**src/rtl/serial_subtractor_pkg.sv**
```systemverilog
// Shared types and constants for the bit-serial subtractor.
// Holds the FSM state encoding and the default operand width.
package serial_subtractor_pkg;

    localparam int DEFAULT_WIDTH = 8;

    typedef enum logic [1:0] {
        IDLE  = 2'd0,
        SHIFT = 2'd1,
        DONE  = 2'd2
    } state_e;

endpackage

```
**src/rtl/full_subtractor.sv**
```systemverilog
// One-bit full subtractor: x - y - bin.
// Produces the difference bit and the borrow-out.
module full_subtractor (
    input  logic x,
    input  logic y,
    input  logic bin,
    output logic d,
    output logic bout
);

    // Difference and borrow for a single bit position
    always_comb begin
        d    = x ^ y ^ bin;
        bout = (~x & y) | (~(x ^ y) & bin);
    end

endmodule

```
**src/rtl/serial_subtractor.sv**
```systemverilog
// Bit-serial unsigned subtractor, LSB first, one bit per clock.
// Result and borrow are published only on the edge entering DONE.
module serial_subtractor
    import serial_subtractor_pkg::*;
#(
    parameter int WIDTH = DEFAULT_WIDTH
) (
    input  logic             clk,
    input  logic             rst_n,
    input  logic             start,
    input  logic [WIDTH-1:0] a,
    input  logic [WIDTH-1:0] b,
    output logic             busy,
    output logic             done,
    output logic [WIDTH-1:0] diff,
    output logic             borrow
);

    localparam int CW = $clog2(WIDTH);

    state_e           state_q, state_d;
    logic [CW-1:0]    cnt_q, cnt_d;
    logic [WIDTH-1:0] a_q, a_d;
    logic [WIDTH-1:0] b_q, b_d;
    logic [WIDTH-1:0] r_q, r_d;
    logic [WIDTH-1:0] diff_q, diff_d;
    logic             br_q, br_d;
    logic             borrow_q, borrow_d;
    logic             fs_d, fs_bout;

    full_subtractor u_fs (
        .x    (a_q[0]),
        .y    (b_q[0]),
        .bin  (br_q),
        .d    (fs_d),
        .bout (fs_bout)
    );

    // Next-state, datapath shifting and result publication
    always_comb begin
        state_d  = state_q;
        cnt_d    = cnt_q;
        a_d      = a_q;
        b_d      = b_q;
        r_d      = r_q;
        br_d     = br_q;
        diff_d   = diff_q;
        borrow_d = borrow_q;
        unique case (state_q)
            IDLE: begin
                if (start) begin
                    a_d     = a;
                    b_d     = b;
                    br_d    = 1'b0;
                    cnt_d   = '0;
                    state_d = SHIFT;
                end
            end
            SHIFT: begin
                a_d   = a_q >> 1;
                b_d   = b_q >> 1;
                r_d   = {fs_d, r_q[WIDTH-1:1]};
                br_d  = fs_bout;
                cnt_d = cnt_q + CW'(1);
                if (cnt_q == CW'(WIDTH - 1)) begin
                    diff_d   = {fs_d, r_q[WIDTH-1:1]};
                    borrow_d = fs_bout;
                    state_d  = DONE;
                end
            end
            DONE: begin
                state_d = IDLE;
            end
            default: begin
                state_d = IDLE;
            end
        endcase
    end

    // State and datapath registers, cleared asynchronously
    always_ff @(posedge clk or negedge rst_n) begin
        if (!rst_n) begin
            state_q  <= IDLE;
            cnt_q    <= '0;
            a_q      <= '0;
            b_q      <= '0;
            r_q      <= '0;
            br_q     <= 1'b0;
            diff_q   <= '0;
            borrow_q <= 1'b0;
        end else begin
            state_q  <= state_d;
            cnt_q    <= cnt_d;
            a_q      <= a_d;
            b_q      <= b_d;
            r_q      <= r_d;
            br_q     <= br_d;
            diff_q   <= diff_d;
            borrow_q <= borrow_d;
        end
    end

    // Status outputs decode straight from the state
    always_comb begin
        busy   = (state_q == SHIFT);
        done   = (state_q == DONE);
        diff   = diff_q;
        borrow = borrow_q;
    end

endmodule
```
**config.mk**
```make
export PLATFORM = sky130hd
export DESIGN_NAME = serial_subtractor
export DESIGN_NICKNAME = d
export VERILOG_FILES = /design/src/rtl/serial_subtractor_pkg.sv /design/src/rtl/full_subtractor.sv /design/src/rtl/serial_subtractor.sv
export SDC_FILE = /design/constraint.sdc
export NUM_CORES = 1
export LEC_CHECK = 0
export CORE_ASPECT_RATIO = 1.1
export CORE_UTILIZATION = 25
export CTS_BUF_LIST = sky130_fd_sc_hd__clkbuf_4 sky130_fd_sc_hd__clkbuf_8 sky130_fd_sc_hd__clkbuf_16
export DETAILED_ROUTE_END_ITERATION = 8
export GPL_TIMING_DRIVEN = 0
export PLACE_DENSITY = 0.52
export SKIP_LAST_GASP = 1
export SLEW_MARGIN = 20
export SYNTH_ARGS = -nofsm -noshare
export SYNTH_HDL_FRONTEND = slang
export SYNTH_SLANG_ARGS = --single-unit
```
**constraint.sdc**
```tcl
create_clock -name clk -period 1.74 [get_ports clk]
set_clock_uncertainty 0.05 [all_clocks]
set_input_delay 0.348 -clock clk [delete_from_list [all_inputs] [get_ports clk]]
set_output_delay 0.348 -clock clk [all_outputs]
set_load 0.01 [all_outputs]
```
==> flow_metrics.tcl <==
set metrics [dict create \
    fin_area_um2 2190 \
    fillCellCount 635 \
    cap_violations 0 \
    start_util 0.263 \
    wl_mm 3.52 \
    synth_edf_count 0 \
    use_met1 0.159 \
    setup_viol_count_final 0 \
    startpoint_type "register" \
    drt-initial-drc-count 38 \
    port_buffers 28 \
    hold_class "register to register" \
    grt_pass1_wl_mm 6.01 \
    synthCells 135 \
    final_cell_mix "dfrtp_1, o22ai_1, clkdlybuf4s50_1" \
    crit_path_top_delay_cell "dfrtp_2" \
    end_kind "output pin" \
    track_usage 0.116 \
    drive_gt1_frac 0.224 \
    firstDrtPassIters 4 \
    power_mw 3.89 \
    cts_tree "done" \
    fp-row-count 30 \
    seq_area_um2 952 \
    relSlewSlack 0.657 \
    worst_pin_slew_ns 0.509 \
    diodes 0 \
    hpwl_mm 2.38 \
    synth_nets 157 \
    wl_per_cell_um 13.9 \
    fin_util 0.349 \
    grt_max_degree 21 \
    final_max_slew_viol_count 0 \
    layout_commonest_cell "dfrtp_1" \
    gr-total-overflow 0 \
    worstSetupPathType "register to output pin" \
    cp.required_ns 1.34 \
    ant_nets 0 \
    ys_types 21 \
    status "complete, no violations" \
    drc 0 \
    grt_antenna_before_repair 0 \
    yosysWarnings 0 \
    grt_use_met2 0.170 \
    ys.flop_type "dfrtp_1" \
    syn_area_per_cell_um2 12.2 \
    grt.busiest_layer "met2" \
    path_cells "inv_4 -> buf_6 -> nor2_1 -> dlygate4sd2_1" \
    clkLatencyLatePin_ns 0.29 \
    arrival_ns 1.29 \
    die-area_um2 6930 \
    cp_max_fo 10 \
    finalCritPeriodShare 0.973 \
    gp_congestion 0.812 \
    synth_async_sr_flop_share 1.00 \
    ys_seq_area_frac 0.576 \
    fin_crit_ns 1.69 \
    htree_levels 2 \
    ios 30 \
    rsz0062_at_grt "true" \
    cts_inserted_buffers 5 \
    syn_area_um2 1650 \
    cp_top_family "buffers and inverters" \
    finalHoldViolCount 0 \
    hold_path_depth 2 \
    r2r_cells 5 \
    root_buffer "clkbuf_8" \
    clockBufferDepth 2 \
    fp.dieH_um 87.2 \
    cts_sinks 38 \
    vias 1231 \
    multi_input_area_um2 598 \
    max_freq_ghz 0.591 \
    leakage_nw 0.933 \
    place_area_um2 2050 \
    p_per_area_nw_per_um2 1780 \
    syn2layout_area_growth_pct 32.6 \
    met3_usage 0.0335 \
    crit_buf_inv 3 \
    path_depth 4 \
    ir_drop_v 0.000646 \
    max_stage_delay_ns 0.44 \
    clk_pin_slew_ns 0.08 \
    post_drt_via_cell_ratio 4.85 \
    nets 195 \
    grt_pass1_vias 1240 \
    die_w_um 79.5 \
    core-area_um2 6270 \
    synth_seq_cells 38 \
]
-- cells in the mapped netlist, drive strengths merged (2+ instances only) --
cell	n	area [µm²]
nor2	2	7.51
mux2	15	184
buf	9	75.1
o21ai	8	40.0
dfrtp	38	951
o22ai	28	175
ha	2	25.0
a22o	2	17.5
nand2	3	11.3
nand2b	2	20.0
a21oi	15	75.1
inv	6	22.5
-- state kept, by name, indices dropped and copies added, names as in the netlist --
| name | count |
|---|---|
| a_q | 8 |
| b_q | 8 |
| borrow | 1 |
| br_q | 1 |
| cnt_q | 3 |
| diff | 8 |
| r_q | 7 |
| state_q | 2 |
-- timing repair --
| item | in CTS | in global routing |
|---|---|---|
| setup buffers | 1 | 0 |
| gates cloned | 0 | 0 |
| endpoints found under the hold margin | 19 | 0 |
| endpoints found under the setup margin | 2 | 2 |
| gates resized for setup | 8 | 2 |
| hold buffers | 1 | 0 |
-- metrics by stage --
stage | setup slack, ns | instances | hold WS, ns | setup TNS [ns]
floorplan | 0.241 | 135 | 0.00241 | 0
global placement | -0.724 | 243 | 0.428 | -27.64
detailed placement | -0.121 | 244 | 0.296 | -0.161
CTS | 0.0166 | 254 | 0.443 | 0
global route | -0.00734 | 254 | 0.463 | -0.00734
finish | 0.0476 | 254 | 0.437 | 0
-- cells by family (layout without fill, tap and decap cells) --
kind of cell,Yosys count,in the layout,share of synthesized area
AOI/OAI and AO/OA,54,54,0.192
buffers and inverters,16,55,0.0614
DFF,38,38,0.576
adders and majority gates,3,3,0.0273
muxes,15,15,0.111
and+or+nand+nor,9,9,0.0318
-- tightest hold or removal path, cell delays in order, from the launching register on --
cell	delay, ns
dfrtp_1	0.35
nand2_1	0.05
o21ai_0	0.06
-- power breakdown --
part / total (mW) / switching, mW / leakage (nW) / internal, mW
clock: 0.771 / 0.311 / 0.0593 / 0.460
combinational: 1.54 / 0.648 / 0.419 / 0.888
sequential: 1.58 / 0.272 / 0.455 / 1.31
total: 3.89 / 1.23 / 0.933 / 2.66
-- cell type report --
| cell class | instances | share of cell area |
|---|---|---|
| buffer | 10 | 0.0389 |
| clock buffer | 7 | 0.0383 |
| clock inverter | 1 | 0.0137 |
| inverter | 6 | 0.0114 |
| multi-input combinational | 81 | 0.273 |
| sequential | 38 | 0.435 |
| tap | 80 | 0.0457 |
| timing repair buffer | 31 | 0.144 |
-- final timing paths --
| check | start | end | slack, ns |
|---|---|---|---|
| setup / recovery | state_q[1] | done | 0.05 |
| hold / removal | borrow | borrow | 0.44 |
| setup reg to reg | cnt_q[0] | diff[6] | 0.14 |
| hold reg to reg | borrow | borrow | 0.44 |
| max in group asynchronous | rst_n | b_q[2] | 0.66 |
| min in group asynchronous | rst_n | diff[0] | 0.50 |
-- per-layer routing --
| metal | routed length (µm) | vias up |
|---|---|---|
| met5 | 0 | - |
| met4 | 52 | 0 |
| met3 | 198 | 7 |
| met2 | 1600 | 38 |
| met1 | 1670 | 611 |
| li1 | - | 575 |
No activity file was read; power rests on OpenSTA's default activity.
